File: src/rtl/coco_cas_pkg.sv
// Shared state encoding and default tape timing for the CoCo cassette player.
package coco_cas_pkg;

  localparam int ADDR_W_DEF = 16;
  localparam int HALF1_DEF  = 186;
  localparam int HALF0_DEF  = 373;
  localparam int RD_LAT_DEF = 2;

  typedef enum logic [2:0] {
    ST_IDLE  = 3'd0,
    ST_FETCH = 3'd1,
    ST_WAIT  = 3'd2,
    ST_BIT   = 3'd3,
    ST_EOT   = 3'd4
  } cas_state_t;

  function automatic logic is_playing(input cas_state_t st);
    is_playing = (st == ST_FETCH) || (st == ST_WAIT) || (st == ST_BIT);
  endfunction

endpackage

File: src/rtl/cas_bit_timer.sv
// Half-cycle down counter paced by q_ce; reports the tick on which a half ends.
module cas_bit_timer #(
  parameter int CNT_W = 9
) (
  input  logic             clk,
  input  logic             reset,
  input  logic             clear,
  input  logic             load,
  input  logic [CNT_W-1:0] load_val,
  input  logic             q_ce,
  input  logic             freeze,
  output logic             half_end
);

  logic [CNT_W-1:0] count_r;
  logic             tick_s;

  assign tick_s   = q_ce && !freeze;
  assign half_end = tick_s && (count_r == CNT_W'(1));

  // Counter register; a load starts a fresh half and wins over a tick.
  always_ff @(posedge clk) begin
    if (reset) begin
      count_r <= {CNT_W{1'b0}};
    end else if (clear) begin
      count_r <= {CNT_W{1'b0}};
    end else if (load) begin
      count_r <= load_val;
    end else if (tick_s && (count_r > CNT_W'(1))) begin
      count_r <= count_r - CNT_W'(1);
    end else begin
      count_r <= count_r;
    end
  end

endmodule

File: src/rtl/cas_player.sv
// CoCo cassette player: streams a tape image from memory as a FSK bit-level waveform.
module cas_player
  import coco_cas_pkg::*;
#(
  parameter int ADDR_W = ADDR_W_DEF,
  parameter int HALF1  = HALF1_DEF,
  parameter int HALF0  = HALF0_DEF,
  parameter int RD_LAT = RD_LAT_DEF
) (
  input  logic              clk,
  input  logic              reset,
  input  logic              q_ce,
  input  logic              motor,
  input  logic              rewind,
  input  logic              loop,
  input  logic              load_done,
  input  logic [ADDR_W:0]   tape_len,
  output logic [ADDR_W-1:0] mem_addr,
  output logic              mem_rd,
  input  logic [7:0]        mem_data,
  output logic              dout,
  output logic              playing,
  output logic              eot,
  output logic [ADDR_W-1:0] pos
);

  localparam int HMAX   = (HALF1 > HALF0) ? HALF1 : HALF0;
  localparam int CNT_W  = $clog2(HMAX + 1);
  localparam int WAIT_W = $clog2(RD_LAT + 1);
  localparam logic [CNT_W-1:0] H1 = CNT_W'(HALF1);
  localparam logic [CNT_W-1:0] H0 = CNT_W'(HALF0);

  function automatic logic [CNT_W-1:0] half_len(input logic b);
    half_len = b ? H1 : H0;
  endfunction

  cas_state_t        state_r, state_nxt;
  logic [ADDR_W-1:0] pos_r, pos_nxt;
  logic [ADDR_W:0]   len_r, len_nxt;
  logic [7:0]        shift_r, shift_nxt;
  logic [2:0]        bit_idx_r, bit_idx_nxt;
  logic              phase_r, phase_nxt;
  logic [WAIT_W-1:0] wait_cnt_r, wait_nxt;
  logic              dout_r, dout_nxt;
  logic              eot_r, playing_r, mem_rd_r;
  logic [ADDR_W-1:0] mem_addr_r;

  logic              tmr_load_s, tmr_clear_s, half_end_s, freeze_s;
  logic [CNT_W-1:0]  tmr_val_s;

  // Outside BIT, and while a rewind/load is landing, q_ce must not advance the waveform.
  assign freeze_s = !motor || (state_r != ST_BIT) || rewind || load_done;

  cas_bit_timer #(.CNT_W(CNT_W)) u_timer (
    .clk      (clk),
    .reset    (reset),
    .clear    (tmr_clear_s),
    .load     (tmr_load_s),
    .load_val (tmr_val_s),
    .q_ce     (q_ce),
    .freeze   (freeze_s),
    .half_end (half_end_s)
  );

  // Next-state and datapath decode; rewind/load_done override whatever is in flight.
  always_comb begin
    state_nxt   = state_r;
    pos_nxt     = pos_r;
    len_nxt     = len_r;
    shift_nxt   = shift_r;
    bit_idx_nxt = bit_idx_r;
    phase_nxt   = phase_r;
    wait_nxt    = wait_cnt_r;
    dout_nxt    = dout_r;
    tmr_load_s  = 1'b0;
    tmr_clear_s = 1'b0;
    tmr_val_s   = half_len(shift_r[0]);
    if (load_done || rewind) begin
      if (load_done) begin
        len_nxt = tape_len;
      end else begin
        len_nxt = len_r;
      end
      state_nxt   = ST_IDLE;
      pos_nxt     = {ADDR_W{1'b0}};
      dout_nxt    = 1'b0;
      phase_nxt   = 1'b0;
      bit_idx_nxt = 3'd0;
      wait_nxt    = {WAIT_W{1'b0}};
      tmr_clear_s = 1'b1;
    end else begin
      case (state_r)
        ST_IDLE: begin
          if (!motor) begin
            state_nxt = ST_IDLE;
          end else if (len_r == (ADDR_W+1)'(0)) begin
            state_nxt = ST_EOT;
          end else begin
            state_nxt = ST_FETCH;
          end
        end
        ST_FETCH: begin
          state_nxt = ST_WAIT;
          wait_nxt  = WAIT_W'(1);
        end
        ST_WAIT: begin
          if (wait_cnt_r >= WAIT_W'(RD_LAT)) begin
            shift_nxt   = mem_data;
            bit_idx_nxt = 3'd0;
            phase_nxt   = 1'b0;
            dout_nxt    = 1'b1;
            tmr_load_s  = 1'b1;
            tmr_val_s   = half_len(mem_data[0]);
            wait_nxt    = {WAIT_W{1'b0}};
            state_nxt   = ST_BIT;
          end else begin
            wait_nxt = wait_cnt_r + WAIT_W'(1);
          end
        end
        ST_BIT: begin
          if (!half_end_s) begin
            state_nxt = ST_BIT;
          end else if (!phase_r) begin
            phase_nxt  = 1'b1;
            dout_nxt   = 1'b0;
            tmr_load_s = 1'b1;
            tmr_val_s  = half_len(shift_r[0]);
          end else if (bit_idx_r != 3'd7) begin
            bit_idx_nxt = bit_idx_r + 3'd1;
            shift_nxt   = {1'b0, shift_r[7:1]};
            phase_nxt   = 1'b0;
            dout_nxt    = 1'b1;
            tmr_load_s  = 1'b1;
            tmr_val_s   = half_len(shift_r[1]);
          end else begin
            phase_nxt = 1'b0;
            dout_nxt  = 1'b0;
            // pos+1 < len, widened so a full 2^ADDR_W image compares correctly
            if (({1'b0, pos_r} + (ADDR_W+1)'(1)) < len_r) begin
              pos_nxt   = pos_r + ADDR_W'(1);
              state_nxt = ST_FETCH;
            end else if (loop) begin
              pos_nxt   = {ADDR_W{1'b0}};
              state_nxt = ST_FETCH;
            end else begin
              state_nxt = ST_EOT;
            end
          end
        end
        ST_EOT: begin
          dout_nxt  = 1'b0;
          state_nxt = ST_EOT;
        end
        default: begin
          dout_nxt  = 1'b0;
          state_nxt = ST_IDLE;
        end
      endcase
    end
  end

  // State register.
  always_ff @(posedge clk) begin
    if (reset) begin
      state_r <= ST_IDLE;
    end else begin
      state_r <= state_nxt;
    end
  end

  // Datapath and output registers; flags are decoded from the upcoming state.
  always_ff @(posedge clk) begin
    if (reset) begin
      pos_r      <= {ADDR_W{1'b0}};
      len_r      <= {(ADDR_W+1){1'b0}};
      shift_r    <= 8'd0;
      bit_idx_r  <= 3'd0;
      phase_r    <= 1'b0;
      wait_cnt_r <= {WAIT_W{1'b0}};
      dout_r     <= 1'b0;
      eot_r      <= 1'b0;
      playing_r  <= 1'b0;
      mem_rd_r   <= 1'b0;
      mem_addr_r <= {ADDR_W{1'b0}};
    end else begin
      pos_r      <= pos_nxt;
      len_r      <= len_nxt;
      shift_r    <= shift_nxt;
      bit_idx_r  <= bit_idx_nxt;
      phase_r    <= phase_nxt;
      wait_cnt_r <= wait_nxt;
      dout_r     <= dout_nxt;
      eot_r      <= (state_nxt == ST_EOT);
      playing_r  <= is_playing(state_nxt);
      mem_rd_r   <= (state_nxt == ST_FETCH);
      mem_addr_r <= (state_nxt == ST_FETCH) ? pos_nxt : mem_addr_r;
    end
  end

  assign mem_addr = mem_addr_r;
  assign mem_rd   = mem_rd_r;
  assign dout     = dout_r;
  assign playing  = playing_r;
  assign eot      = eot_r;
  assign pos      = pos_r;

endmodule

File: config.mk
export PLATFORM = sky130hd
export DESIGN_NAME = cas_player
export DESIGN_NICKNAME = d
export VERILOG_FILES = /design/src/rtl/coco_cas_pkg.sv /design/src/rtl/cas_bit_timer.sv /design/src/rtl/cas_player.sv
export SDC_FILE = /design/constraint.sdc
export NUM_CORES = 1
export LEC_CHECK = 0
export CORE_ASPECT_RATIO = 0.9
export CORE_MARGIN = 8
export CORE_UTILIZATION = 52
export DETAILED_ROUTE_END_ITERATION = 10
export PLACE_DENSITY_LB_ADDON = 0.1
export SETUP_SLACK_MARGIN = 0.15
export SYNTH_ARGS = -nofsm -noshare
export SYNTH_HDL_FRONTEND = slang
export SYNTH_SLANG_ARGS = --single-unit
export TNS_END_PERCENT = 1
File: constraint.sdc
create_clock -name clk -period 9.5 [get_ports clk]
set_input_delay 1.425 -clock clk [delete_from_list [all_inputs] [get_ports clk]]
set_output_delay 1.425 -clock clk [all_outputs]
set_load 0.01 [all_outputs]
# After elaboration in Yosys (flattened, before gate mapping)
# Cells that the tools add are included.
[op_classes] n_addsub=5 magnitude_cmp=3 eq_ne=15 n_mux=55 bitwise=2 n_reduce_logical=24
[op_table] operator="$mux 16" count=7
[op_table] operator="$mux 9" count=10
[op_table] operator="$mux 3" count=13
[op_table] operator="$mux 8" count=4
[op_table] operator="$pmux 9 s2" count=1
[op_table] operator="$add 16x1->17 const B" count=1
[op_table] operator="$logic_not 17->1" count=1
[op_table] operator="$lt 17x17->1" count=1
[op_table] operator="$add 16x1->16 const B" count=1
[op_table] operator="$pmux 8 s2" count=1
[op_table] operator="$pmux 3 s5" count=1
[op_table] operator="$eq 3x2->1 const B" count=4
[op_table] operator="$mux 1" count=12
[op_table] operator="$eq 9x1->1 const B" count=1
[op_table] operator="$gt 9x1->1 const B" count=1
[op_table] operator="$sub 9x1->9 const B" count=1
[op_table] operator="$ne 2x2->1 const B" count=4
[op_table] operator="$eq 3x1->1 const B" count=2
[op_table] operator="$eq 3x3->1 const B" count=2
[op_table] operator="$logic_or 1x1->1" count=6
[op_table] operator="$pmux 3 s2" count=1
[op_table] operator="$reduce_and 3->1" count=2
[op_table] operator="$reduce_and 6->1" count=1
[op_table] operator="$reduce_bool 2->1" count=3
[op_table] operator="other kinds (16)" count=23
[totals] regBits=79

# Depth between registers and ports, before layout
# Gate-level depths: netlist of the first run.
[depth] word_depth=13 ltp_mapped=14

# Hierarchy
# Synthesis of the first run repeated with hierarchy kept, for this count alone.
[hier_totals] hier_cells=507 area_unflattened_um2=4349.2
[by_module_without_submodules] mod="cas_player" n_inst=1 cells_per_inst=428 area_each_um2=3716.1
[by_module_without_submodules] mod="cas_bit_timer" n_inst=1 cells_per_inst=79 area_each_um2=633.1

# Least setup slack after synthesis of the first run
# OpenSTA, ideal clock, no wires.
[synth_path] path_kind="flip-flop to flip-flop" startpoint="register pos_r[0] (netlist: pos[0])" endpoint="register mem_addr_r[10] (netlist: mem_addr[10])" setup_ps=121 arrival_time_ps=3374 setup_slack_ps=6004 path_stages_with_launch=15 n_path_buf=1 path_cell_list="dfxtp_1 -> ha_1 -> and3_1 -> and3_1 -> nand3_1 -> xnor2_1 -> ha_1 -> and2_1 -> a221oi_1 -> o21ai_0 -> a21o_1 -> a32o_2 -> nor2_4 -> buf_6 -> mux2_4"
[synth_between] elab_chain_len=9 word_cells_on_any_way=16 classes_between="2 x add/sub; 1 x order compare; 1 x eq/ne; 12 x mux"
[synth_lines] element="start, declared" line="cas_player.sv:38" rtl="logic [ADDR_W-1:0] pos_r, pos_nxt;"
[synth_lines] element="start signal, assigned" line="cas_player.sv:174" rtl="pos_r <= {ADDR_W{1'b0}};"
[synth_lines] element="start signal, assigned" line="cas_player.sv:186" rtl="pos_r <= pos_nxt;"
[synth_lines] element="$add 16x1->17" line="cas_player.sv:139" rtl="if (({1'b0, pos_r} + (ADDR_W+1)'(1)) < len_r) begin"
[synth_lines] element="$lt 17x17->1" line="cas_player.sv:139"
[synth_lines] element="$mux 3" line="cas_player.sv:139"
[synth_lines] element="$mux 3" line="cas_player.sv:128" rtl="end else if (bit_idx_r != 3'd7) begin"
[synth_lines] element="$mux 3" line="cas_player.sv:123" rtl="end else if (!phase_r) begin"
[synth_lines] element="$mux 3" line="cas_player.sv:121" rtl="if (!half_end_s) begin"
[synth_lines] element="$pmux 3 s5" line="cas_player.sv:92" rtl="case (state_r)"
[synth_lines] element="$mux 3" line="cas_player.sv:78" rtl="if (load_done || rewind) begin"
[synth_lines] element="$eq 3x1->1" line="cas_player.sv:196" rtl="mem_addr_r <= (state_nxt == ST_FETCH) ? pos_nxt : mem_addr_r;"
[synth_lines] element="end signal, assigned" line="cas_player.sv:184" rtl="mem_addr_r <= {ADDR_W{1'b0}};"
[synth_lines] element="end signal, assigned" line="cas_player.sv:196"
[synth_lines] element="end, declared" line="cas_player.sv:46" rtl="logic [ADDR_W-1:0] mem_addr_r;"
# Several ways; a longest one is shown, not always the timed one.
# A chain may end at the register's enable or synchronous reset.

# Worst setup path in the final report of the first run
[layout_path] startpoint="input load_done" endpoint="register mem_addr_r[2] (netlist: mem_addr[2])"
[layout_between] elab_chain_len=8 word_cells_on_any_way=12 classes_between="1 x eq/ne; 6 x mux; 5 x reduce/logical"
[layout_lines] element="start, declared" line="cas_player.sv:16" rtl="input logic load_done,"
[layout_lines] element="$logic_or 1x1->1" line="cas_player.sv:52" rtl="assign freeze_s = !motor || (state_r != ST_BIT) || rewind || load_done;"
[layout_lines] element="$logic_not 1->1" line="cas_bit_timer.sv:18" rtl="assign tick_s = q_ce && !freeze;"
[layout_lines] element="$logic_and 1x1->1" line="cas_bit_timer.sv:18"
[layout_lines] element="$logic_and 1x1->1" line="cas_bit_timer.sv:19" rtl="assign half_end = tick_s && (count_r == CNT_W'(1));"
[layout_lines] element="$mux 3" line="cas_player.sv:121"
[layout_lines] element="$pmux 3 s5" line="cas_player.sv:92"
[layout_lines] element="$mux 3" line="cas_player.sv:78"
[layout_lines] element="$eq 3x1->1" line="cas_player.sv:196"
# Several ways; a longest one is shown, not always the timed one.

==> reports/results.tsv, run 1 <==
stage	metric	value	unit
pwr	power_density	128.0	mW/mm^2
worst_setup_path	rr_worst_depth	13	
sta	setup_violations	0	
worst_setup_path	path_class	input port to flop	
worst_hold_path	min_path_cells	2	
run_status	status	finished, final reports clean	
drt	drt-initial-drc-count	163	
worst_hold_path	min_from	dout$_SDFFE_PP0P_	
cts	cts.clk_slew.worst_paths	0.08	ns
pwr	pwr-share-clk	0.394	
synth	syn-cell-area	0.004135	mm^2
drt	dr.pass1.iters	4	
sta	max-slew-margin-rel	0.2429	
pwr	switching_share	0.2420	
sta	skew	0.01058	ns
worst_setup_path	cp-start-kind	input port	
worst_hold_path	hold_path_end	dout$_SDFFE_PP0P_	
cts	postCtsSetupRepairBufs	0	
synth	yosys_register_bits	79	
placement	hpwl	7114	um
placement	port_buffers	67	
pwr	pwr-share-seq	0.526	
pwr	p_int	0.4892	mW
worst_setup_path	ff2ff_setup_slack	5.43	ns
cts	cts_tree	done	
floorplan	die_area	0.01107	mm^2
cts	clk_latency	0.36	ns
layout	antennaDiodeCount	0	
synth	synth_ff_type	dfxtp_1	
cts	htreeDepth	3	
drt	routedWlPerCell	15.50	um
floorplan	core	0.007874	mm^2
sta	finalCritPeriodShare	0.4937	
layout	area_delta_synth_final	21.97	%
worst_setup_path	required	9.81	ns
global_routing	grt_max_degree	45	
pwr	switchingPower	0.1562	mW
drt	vias	3423	
synth	yosysSeqAreaShare	0.3825	
cts	cts_root_buf	clkbuf_8	
global_routing	grt_pass1_vias	3402	
layout	nFillCells	681	
pwr	p_leak	2.017	nW
layout	nets	569	
run	cap_violations	0	
synth	synth.avg_cell_area	9.088	um^2
sta	fmax	213.2	MHz
global_routing	grt-ovfl-total	0	
floorplan	fp.dieH	100.6	um
pwr	p_total	0.6454	mW
sta	worst_pin_slew	1.132	ns
drt	final_antenna_net_count	0	
synth	yosys_warnings	0	
drt	drcViolationCount	0	
cts	numClockSinks	79	
cts	holdBufCountCts	0	
pwr	vdd_ir_drop_max	81.92	uV
global_routing	track_usage	0.1813	
drt	wl	9609	um
global_routing	antenna_found_initial	0	
floorplan	rows	31	
cts	clockBufferDepth	2	
worst_setup_path	arrival	5.00	ns
layout	final_cells	620	
sta	setup-tns-final	0	ns
floorplan	start_util	0.5252	
worst_setup_path	worst_r2r_endpoint	mem_addr[0]$_SDFFE_PP0P_	
cts	cts_buffers	9	
global_routing	grt_pass1_wl	16100	um
worst_hold_path	hold_class	flop to flop	
drt	via_per_inst	5.521	
placement	dp.cells	604	
worst_setup_path	r2r-start	pos[0]$_SDFF_PP0_	
synth	ys_async_sr_fraction	0	
layout	drive_above_1_share	0.08829	
synth	synth_edf_count	0	
sta	final_hold_viol_count	0	
sta	period_needed	4.690	ns
worst_setup_path	path_max_fanout	20	
synth	yosys.cell_types.count	63	
synth	synth_nets	508	
sta	rsz0062_at_grt	false	
layout	post-route-util	0.6406	
sta	holdWs	0.4771	ns
pwr	power_frac_comb	0.080	
sta	report.final.slew_viol_count	0	
synth	synth_cells	455	
floorplan	dieWidth	110	um
placement	gp_congestion	0.8773	
cts	post_cts_resize_count	0	
worst_setup_path	cp-end-kind	flop	
floorplan	ioPinCount	68	
## kinds of logic (layout without fill, tap and decap cells)
group	after synthesis	in the layout	share of synthesized area
AO/OA/AOI/OAI	82	82	0.1437
XOR/XNOR	19	19	0.04024
adder cells (fa/ha/maj)	21	21	0.06354
buffers and inverters	39	105	0.04145
flip-flops	79	79	0.3825
multiplexers	35	35	0.09894
AND/OR/NAND/NOR	180	180	0.2297
## per-layer routing
metal | vias to the layer above | GRT usage | share of wire
met5 | - | 0 | 0
met4 | 0 | 0.06432 | 0.015
met3 | 12 | 0.04348 | 0.059
met2 | 93 | 0.2787 | 0.45
met1 | 1585 | 0.2398 | 0.48
li1 | 1733 | - | -
## registers in the layout (all words and copies together), names as in the netlist
name	flops
bit_idx_r	3
dout	1
eot	1
len_r	17
mem_addr	16
mem_rd	1
phase_r	1
playing	1
pos	16
shift_r	8
state_r	3
u_timer.count_r	9
wait_cnt_r	2
## worst max-delay path by stage
stage / start / cells after the start / slack [ns] / to
global route: load_done / 8 / 4.46 / mem_addr[2]$_SDFFE_PP0P_
global placement: load_done / 8 / 4.54 / mem_addr[2]$_SDFFE_PP0P_
finish: load_done / 8 / 4.81 / mem_addr[2]$_SDFFE_PP0P_
CTS: load_done / 8 / 4.83 / mem_addr[2]$_SDFFE_PP0P_
floorplan: pos[0]$_SDFF_PP0_ / 14 / 6.00 / mem_addr[10]$_SDFFE_PP0P_
detailed placement: load_done / 8 / 4.46 / mem_addr[2]$_SDFFE_PP0P_
## final cells by class
| class | count | area (um^2) | share of cell area |
|---|---|---|---|
| Multi-Input combinational cell | 337 | 2382 | 0.4723 |
| Clock buffer | 11 | 141.4 | 0.02803 |
| Inverter | 21 | 78.83 | 0.01563 |
| Tap cell | 99 | 123.9 | 0.02456 |
| Timing Repair Buffer | 68 | 678.2 | 0.1345 |
| Sequential cell | 79 | 1582 | 0.3136 |
| Clock inverter | 5 | 57.56 | 0.01141 |
## power groups by stage
stage	logic (mW)	clock network (mW)	registers [mW]
finish	0.0514	0.255	0.339
global route	0.0566	0.272	0.340
global placement	0.0503	0	0.347
CTS	0.0515	0.260	0.339
floorplan	0.0305	0	0.346
detailed placement	0.0511	0	0.347
## metrics by stage
step / setup slack [ns] / area (um^2)
after floorplan: 6.004 / 4135
after global placement: 4.542 / 4845
after detailed placement: 4.459 / 4845
after CTS: 4.831 / 5044
after global routing: 4.463 / 5044
final: 4.810 / 5044
## synth_stat cells (5+ instances only)
cell type	count	area, um^2
nor2b_1	19	118.9
ha_1	21	262.8
nand4_1	6	37.54
a21o_1	5	37.54
inv_1	21	78.83
nand2b_1	9	56.30
a311oi_1	7	61.31
xnor2_1	13	113.9
mux2_2	7	78.83
or3_1	5	31.28
buf_2	5	25.02
a22o_1	10	87.58
dfxtp_1	79	1582
mux2i_1	18	180.2
nand2_1	34	127.6
xor2_1	6	52.55
mux2_4	10	150.1
o21ai_0	6	30.03
and3_1	10	62.56
clkbuf_1	8	30.03
nor2_1	50	187.7
a21oi_1	21	105.1
nand3_1	17	85.08
## worst max-delay path, stage by stage
cell,delay [ns]
clkdlybuf4s50_1,1.00
or2_1,0.61
nor2_1,0.39
nand4_1,0.20
a211oi_2,0.81
o21ai_0,0.19
a21bo_2,0.24
mux2_2,0.13
## placed cells by master, fill, tap and decap left out, types with 7 or more instances in the layout
| master | instances |
|---|---|
| a311oi_1 | 7 |
| inv_1 | 21 |
| mux2_4 | 10 |
| clkdlybuf4s50_1 | 67 |
| a21oi_1 | 21 |
| mux2i_1 | 18 |
| mux2_2 | 7 |
| nand2_1 | 34 |
| nor2_1 | 50 |
| a22o_1 | 10 |
| nand2b_1 | 9 |
| dfxtp_1 | 79 |
| and3_1 | 10 |
| clkbuf_8 | 10 |
| ha_1 | 21 |
| nand3_1 | 17 |
| nor2b_1 | 19 |
| xnor2_1 | 13 |
Power figures use the tool's default switching activity.
==> run 2: changes to the inputs <==
--- a/config.mk
+++ b/config.mk
@@ -7,7 +7,7 @@
 export LEC_CHECK = 0
 export CORE_ASPECT_RATIO = 0.9
 export CORE_MARGIN = 8
-export CORE_UTILIZATION = 52
+export CORE_UTILIZATION = 48
 export DETAILED_ROUTE_END_ITERATION = 10
 export PLACE_DENSITY_LB_ADDON = 0.1
 export SETUP_SLACK_MARGIN = 0.15
==> constraint.sdc (replaced) <==
create_clock -name clk -period 3.8 [get_ports clk]
set_input_delay 0.57 -clock clk [delete_from_list [all_inputs] [get_ports clk]]
set_output_delay 0.57 -clock clk [all_outputs]
set_load 0.01 [all_outputs]
==> run 2 against run 1 <==
- clock skew decreased by 0.0012 ns
- critical path depth increased by 6
- register-to-register slack got worse by 5.1 ns
==> reports/results.tsv, run 2 (synthesis results as in run 1) <==
stage	metric	value	unit	change
worst_hold_path	min_from	shift_r[7]$_SDFFE_PP0P_		was dout$_SDFFE_PP0P_
layout	final_common_cell	dfxtp_1		unchanged
sta	fmax	288.6	MHz	
worst_setup_path	crit_start	pos[0]$_SDFF_PP0_		was load_done
global_routing	track_usage	0.1766		was 0.1813
floorplan	start_util	0.4872		was 0.5252
worst_setup_path	crit_buf_inv	1		unchanged
layout	drive_above_1_share	0.1184		was 0.08829
sta	final_hold_viol_count	0		unchanged
sta	skew	0.009364	ns	was 0.01058 ns
sta	report.final.slew_viol_count	0		unchanged
worst_setup_path	cp-end-kind	flop		unchanged
worst_hold_path	hold_class	flop to flop		unchanged
floorplan	rows	32		was 31
worst_setup_path	path_max_fanout	8		was 20
worst_setup_path	max_stage_delay	0.36	ns	was 1.00 ns
layout	area_delta_synth_final	26.78	%	was 21.97%
drt	routedWlPerCell	15.75	um	was 15.50 um
worst_setup_path	arrival	3.72	ns	was 5.00 ns
pwr	power_density	324.4	mW/mm^2	was 128.0 mW/mm^2
pwr	p_leak	2.125	nW	was 2.017 nW
global_routing	grt_pass1_vias	3515		was 3402
layout	layout_common_cells	78 x dfxtp_1, 67 x clkdlybuf4s50_1, 50 x nor2_1		was 79 x dfxtp_1, 67 x clkdlybuf4s50_1, 50 x nor2_1
layout	largest_reg_flops	17		unchanged
placement	gp_congestion	0.8998		was 0.8773
worst_setup_path	required	4.05	ns	was 9.81 ns
worst_setup_path	slowest_stage	dfxtp_1		was clkdlybuf4s50_1
run	cap_violations	0		unchanged
sta	setup_violations	0		unchanged
drt	wl	10250	um	was 9609 um
run_status	status	finished, final reports clean		unchanged
cts	cts_tree	done		unchanged
floorplan	fp.dieH	104.1	um	was 100.6 um
sta	worst_pin_slew	0.5863	ns	was 1.132 ns
cts	clk_latency	0.36	ns	about the same
global_routing	grt_max_degree	44		was 45
drt	via_per_inst	5.364		was 5.521
sta	setup-tns-final	0	ns	unchanged
cts	cts_buffers	9		unchanged
placement	dp.cells	629		was 604
floorplan	dieWidth	113.8	um	was 110 um
layout	nets	580		was 569
floorplan	die_area	0.01185	mm^2	was 0.01107 mm^2
layout	final_cells	651		was 620
drt	final_antenna_net_count	0		unchanged
floorplan	core	0.008488	mm^2	was 0.007874 mm^2
drt	drcViolationCount	0		unchanged
cts	numClockSinks	79		unchanged
drt	drt-initial-drc-count	197		was 163
worst_setup_path	r2r-start	pos[0]$_SDFF_PP0_		unchanged
sta	period_needed	3.465	ns	
sta	max-slew-margin-rel	0.6036		was 0.2429
global_routing	grt-ovfl-total	0		unchanged
layout	antennaDiodeCount	0		unchanged
global_routing	grt_pass1_wl	17080	um	was 16100 um
worst_setup_path	path_class	flop to flop		was input port to flop
worst_setup_path	cp_cell_sequence	ha_1 > and3_4 > and3_4 > nand3_1 > xnor2_2 > ha_1 > and4_1 > a32oi_1 > o211ai_1 > a21o_1 > a32o_2 > nor2_4 > clkbuf_16 > mux2_4		was clkdlybuf4s50_1 > or2_1 > nor2_1 > nand4_1 > a211oi_2 > o21ai_0 > a21bo_2 > mux2_2
cts	htreeDepth	3		unchanged
drt	vias	3492		was 3423
worst_setup_path	critical_path.top_delay_family	simple AND/OR/NAND/NOR gates		was compound AO/OA/AOI/OAI gates
sta	rsz0062_at_grt	false		unchanged
cts	clockBufferDepth	2		unchanged
worst_setup_path	cp-start-kind	flop		was input port
drt	dr.pass1.iters	4		unchanged
floorplan	ioPinCount	68		unchanged
layout	top_register	len_r		unchanged
pwr	vdd_ir_drop_max	233.0	uV	was 81.92 uV
cts	cts_root_buf	clkbuf_8		unchanged
cts	cts.clk_slew.worst_paths	0.08	ns	about the same
placement	port_buffers	67		unchanged
sta	finalCritPeriodShare	0.9120		
placement	hpwl	7379	um	was 7114 um
global_routing	antenna_found_initial	0		unchanged
## run 2: changes by cell type in the layout (fill, tap and decap cells not counted), sizes merged
cell,before,now
bufinv,1,2
clkbuf,11,14
clkinvlp,3,0
buf,1,11
## run 2: power by group
part	switching (mW)	total, mW	internal, mW
clock	0.302	0.708	0.406
combinational	0.0704	0.144	0.0736
sequential	0.00969	0.849	0.839
## run 2: path summary, 6_finish.rpt
check	to	slack, ns	depth (start not counted)
setup / recovery	mem_addr[12]$_SDFFE_PP0P_	0.33	14
hold / removal	shift_r[7]$_SDFFE_PP0P_	0.48	2
setup reg to reg	mem_addr[12]$_SDFFE_PP0P_	0.33	14
hold reg to reg	shift_r[7]$_SDFFE_PP0P_	0.48	2
## run 2: timing repair
item / CTS / global route
hold buffers: 0 / 0
cloned: 0 / 1
gates resized for setup: 2 / 7
setup endpoints to repair: 16 / 17
setup buffers: 0 / 5
pin swaps: 0 / 3
## run 2: layer usage
metal	track usage	wire length [um]	up-vias
met5	0	0	-
met4	0.05793	133	0
met3	0.06210	875	13
met2	0.2660	4461	91
met1	0.2284	4782	1628
li1	-	-	1760
## run 2: worst register-to-register path, delay by kind of cell, from the launching register on
kind	cells	cell delay [ns]
compound gates	4	0.89
xor+xnor	1	0.16
fa+ha+maj	2	0.49
buf+inv	1	0.21
flops	1	0.36
mux	1	0.30
simple gates	5	0.93
## run 2: area by class of cell
type / count / area [um^2]
Multi-Input combinational cell: 337 / 2417
Clock inverter: 3 / 65.06
Clock buffer: 13 / 158.9
Tap cell: 119 / 148.9
Sequential cell: 79 / 1583
Inverter: 21 / 78.83
Timing Repair Buffer: 79 / 790.8
Fill cell: 756 / 3246
## run 2: per-stage QoR
step	instance area, um^2	worst slack, ns	hold WS [ns]	util	power [mW]
2_1_floorplan	4135	0.3042	0.4499	-	0.9407
3_3_place_gp	4920	0.2710	0.4656	0.5796	0.9976
3_5_place_dp	4920	0.1311	0.4704	0.5796	1.001
4_1_cts	5145	0.1898	0.4811	0.6061	1.707
5_1_grt	5243	0.1208	0.5035	0.6176	1.768
6_report	5243	0.3346	0.4775	0.6176	1.701
==> run 3: changes to the inputs <==
--- a/config.mk
+++ b/config.mk
@@ -5,10 +5,13 @@
 export SDC_FILE = /design/constraint.sdc
 export NUM_CORES = 1
 export LEC_CHECK = 0
+export ABC_AREA = 1
+export CAP_MARGIN = 20
 export CORE_ASPECT_RATIO = 0.9
 export CORE_MARGIN = 8
-export CORE_UTILIZATION = 48
+export CORE_UTILIZATION = 49
 export DETAILED_ROUTE_END_ITERATION = 10
+export GPL_ROUTABILITY_DRIVEN = 1
 export PLACE_DENSITY_LB_ADDON = 0.1
 export SETUP_SLACK_MARGIN = 0.15
 export SYNTH_ARGS = -nofsm -noshare
==> run 3 against run 2 <==
- global-route usage up 1.7 points
- core utilization up 0.65 points
- synthesized area up 3.4%
- critical path depth up 8
- hold slack worse by 0.0063 ns
- register-to-register slack better by 0.20 ns
- non-clock buffer count down 7
- total power up 2.1%
- wire length up 9.4%
- die area up 1.1%
- critical endpoint is now mem_addr[4]$_SDFFE_PP0P_
- largest cell class unchanged
==> reports/results.tsv, run 3 <==
stage	metric	value	unit	change
sta	report.final.slew_viol_count	0		unchanged
layout	drive_above_1_share	0.08357		was 0.1184
synth	synth.area.mux_share	0		was 0.09894
worst_setup_path	crit_start	pos[0]$_SDFF_PP0_		unchanged
layout	final_common_cell	nand2_1		was dfxtp_1
worst_setup_path	max_stage_delay	0.41	ns	was 0.36 ns
synth	synth_cells	619		was 455
sta	fmax	305.9	MHz	was 288.6 MHz
synth	ys_async_sr_fraction	0		unchanged
synth	yosysSeqAreaShare	0.3699		was 0.3825
global_routing	track_usage	0.1934		was 0.1766
worst_setup_path	required	4.07	ns	was 4.05 ns
synth	synth.most_common_cell	nand2_1		was dfxtp_1
drt	wl	11220	um	was 10250 um
layout	final_cells	813		was 651
cts	clockBufferDepth	2		unchanged
sta	period_needed	3.269	ns	was 3.465 ns
worst_setup_path	cp_cell_sequence	ha_1 > nand3_1 > inv_1 > nand3_1 > nor2_1 > xor2_1 > inv_1 > ha_1 > nand2_1 > a21oi_1 > nor2_1 > nand2_1 > nor2_1 > nand2_1 > nand3_2 > nand2_1 > nand2_2 > nand3_4 > nand2_8 > nand2_1 > nand2_1 > inv_1		was ha_1 > and3_4 > and3_4 > nand3_1 > xnor2_2 > ha_1 > and4_1 > a32oi_1 > o211ai_1 > a21o_1 > a32o_2 > nor2_4 > clkbuf_16 > mux2_4
worst_setup_path	cp-start-kind	flop		unchanged
run_status	status	finished, final reports clean		unchanged
placement	gp_congestion	0.9135		was 0.8998
drt	met1_length	5590	um	was 4782 um
synth	synth_xor_area_frac	0.03278		was 0.04024
cts	cts_buffers	9		unchanged
synth	yosys_register_bits	79		unchanged
worst_setup_path	endpoint	mem_addr[4]$_SDFFE_PP0P_		was mem_addr[12]$_SDFFE_PP0P_
layout	layout_common_cells	162 x nand2_1, 115 x inv_1, 78 x dfxtp_1		was 78 x dfxtp_1, 67 x clkdlybuf4s50_1, 50 x nor2_1
synth	synth_nets	672		was 508
cts	numClockSinks	79		unchanged
drt	met2RoutedLength	4723	um	was 4461 um
synth	yosys.cell_types.count	37		was 63
placement	dp.cells	793		was 629
layout	largest_reg_flops	17		unchanged
sta	setup_violations	0		unchanged
drt	vias	4000		was 3492
global_routing	grt_pass1_wl	19040	um	was 17080 um
run	cap_violations	0		unchanged
drt	top_layer	met4		unchanged
worst_setup_path	ff2ff_setup_slack	0.53	ns	was 0.33 ns
synth	synth_edf_count	0		unchanged
placement	place_worst_setup_slack	0.3095	ns	was 0.1311 ns
sta	worst_pin_slew	0.9635	ns	was 0.5863 ns
layout	antennaDiodeCount	0		unchanged
floorplan	fp.dieH	104.6	um	was 104.1 um
cts	cts_tree	done		unchanged
worst_setup_path	critPathMostFrequentCell	nand2_1		
synth	synth.avg_cell_area	6.907	um^2	was 9.088 um^2
drt	dr.pass1.iters	5		was 4
synth	yosys-top-cells-area	dfxtp_1 37%, nand2_1 14%, inv_1 10%		was dfxtp_1 38%, ha_1 6.4%, nor2_1 4.5%
floorplan	rows	32		unchanged
worst_setup_path	path_max_fanout	12		was 8
sta	max-slew-margin-rel	0.3570		was 0.6036
synth	yosys.area_share.simple	0.2786		was 0.2297
cts	clk_latency	0.36	ns	about the same
layout	top_register	len_r		unchanged
worst_setup_path	cp-end-kind	flop		unchanged
layout	final_area	0.005323	mm^2	was 0.005243 mm^2
pwr	p_total	1.736	mW	was 1.701 mW
global_routing	grt-ovfl-total	0		unchanged
synth	syn-cell-area	0.004275	mm^2	was 0.004135 mm^2
sta	finalCritPeriodShare	0.8603		was 0.9120
drt	final_antenna_net_count	0		unchanged
worst_setup_path	r2r-start	pos[0]$_SDFF_PP0_		unchanged
global_routing	grt_pass1_vias	3877		was 3515
placement	hpwl	8381	um	was 7379 um
pwr	vdd_ir_drop_max	268.9	uV	was 233.0 uV
floorplan	core	0.008528	mm^2	was 0.008488 mm^2
sta	setup-tns-final	0	ns	unchanged
placement	port_buffers	67		unchanged
drt	routedWlPerCell	13.80	um	was 15.75 um
sta	skew	0.01084	ns	was 0.009364 ns
cts	cts_root_buf	clkbuf_8		unchanged
global_routing	antenna_found_initial	0		unchanged
layout	nets	742		was 580
pwr	power_density	326.2	mW/mm^2	was 324.4 mW/mm^2
cts	holdBufCountCts	0		unchanged
cts	htreeDepth	3		unchanged
global_routing	grt_max_degree	35		was 44
synth	synth_top_cell_by_area	dfxtp_1		unchanged
drt	wl_met3	799	um	was 875 um
worst_setup_path	slowest_stage	dfxtp_2		was dfxtp_1
synth	synthTopCellsByCount	163 x nand2_1, 115 x inv_1, 79 x dfxtp_1		was 79 x dfxtp_1, 50 x nor2_1, 34 x nand2_1
floorplan	start_util	0.5013		was 0.4872
worst_setup_path	arrival	3.53	ns	was 3.72 ns
synth	synth_ff_type	dfxtp_1		unchanged
worst_setup_path	rr_worst_depth	22		was 14
worst_setup_path	path_class	flop to flop		unchanged
worst_hold_path	min_from	shift_r[7]$_SDFFE_PP0P_		unchanged
worst_hold_path	hold_class	flop to flop		unchanged
layout	post-route-util	0.6241		was 0.6176
synth	synth-compound-area-share	0.1378		was 0.1437
floorplan	die_area	0.01197	mm^2	was 0.01185 mm^2
floorplan	ioPinCount	68		unchanged
synth	synth_top_family_by_area	simple AND/OR/NAND/NOR gates		unchanged
floorplan	dieWidth	114.5	um	was 113.8 um
drt	drcViolationCount	0		unchanged
pwr	p_leak	2.739	nW	was 2.125 nW
synth	synth_fa_ha_area_frac	0.06146		was 0.06354
sta	rsz0062_at_grt	false		unchanged
cts	cts.clk_slew.worst_paths	0.09	ns	was 0.08 ns
drt	via_per_inst	4.920		was 5.364
sta	holdWs	0.4711	ns	was 0.4775 ns
sta	setup_slack	0.5310	ns	was 0.3346 ns
worst_setup_path	worst_r2r_endpoint	mem_addr[4]$_SDFFE_PP0P_		was mem_addr[12]$_SDFFE_PP0P_
synth	yosys_warnings	0		unchanged
drt	drt-initial-drc-count	310		was 197
sta	final_hold_viol_count	0		unchanged
layout	area_delta_synth_final	24.50	%	was 26.78%
synth	yosysTopAreaCellShare	0.3699		was 0.3825
placement	place_area	0.005042	mm^2	was 0.004920 mm^2
[run 3: cell types whose count changed in the layout (fill, tap and decap cells not counted), sizes merged, moves of 9 or more]
cell | before | now
a22o | 10 | 0
mux2 | 17 | 0
nor2b | 19 | 0
and3 | 10 | 0
mux2i | 18 | 0
nor2 | 53 | 38
nand2b | 9 | 0
nand2 | 34 | 180
a21oi | 21 | 33
inv | 21 | 120
o21ai | 8 | 58
xnor2 | 13 | 2
[run 3: layout make-up]
class,count,area (um^2)
tap,119,148.9
sequential,79,1583
fill,816,3206
timing repair buffer,72,708.2
multi-input combinational,409,2220
clock buffer,10,127.6
inverter,118,442.9
clock inverter,6,92.59
[run 3: worst max-delay path: cells and delay by family, from the launching register on]
kind / cells / cell delay (ns)
adders and majority gates: 2 / 0.49
and+or+nand+nor: 15 / 1.68
buffers and inverters: 3 / 0.22
xor gates and xnor gates: 1 / 0.31
AOI/OAI and AO/OA: 1 / 0.06
DFF: 1 / 0.41
[run 3: worst min path at each step]
stage	to	slack (ns)	cells after the start
2_1_floorplan	len_r[0]$_SDFFE_PP0P_	0.44	2
3_3_place_gp	bit_idx_r[1]$_SDFFE_PP0P_	0.46	2
3_5_place_dp	bit_idx_r[0]$_SDFFE_PP0P_	0.46	1
4_1_cts	shift_r[7]$_SDFFE_PP0P_	0.48	2
5_1_grt	len_r[3]$_SDFFE_PP0P_	0.50	2
6_report	shift_r[7]$_SDFFE_PP0P_	0.47	2
[run 3: logic make-up after synthesis]
group / count (synthesis)
adders and majority gates: 21
and+or+nand+nor: 261
DFF: 79
xor gates and xnor gates: 16
buffers and inverters: 132
AOI/OAI and AO/OA: 110
[run 3: routing by layer]
| metal | vias up | global-route usage |
|---|---|---|
| li1 | 2075 | - |
| met1 | 1805 | 0.2619 |
| met2 | 111 | 0.2929 |
| met3 | 9 | 0.05581 |
| met4 | 0 | 0.05033 |
| met5 | - | 0 |
[run 3: what timing repair did]
item                                    in CTS  in global routing
buffers inserted                             0                  3
endpoints found under the setup margin       0                 24
gates resized for setup                      0                  5
[run 3: report_power, final]
| part | switching (mW) | internal (mW) |
|---|---|---|
| combinational | 0.0887 | 0.0790 |
| sequential | 0.0105 | 0.850 |
| clock | 0.333 | 0.375 |
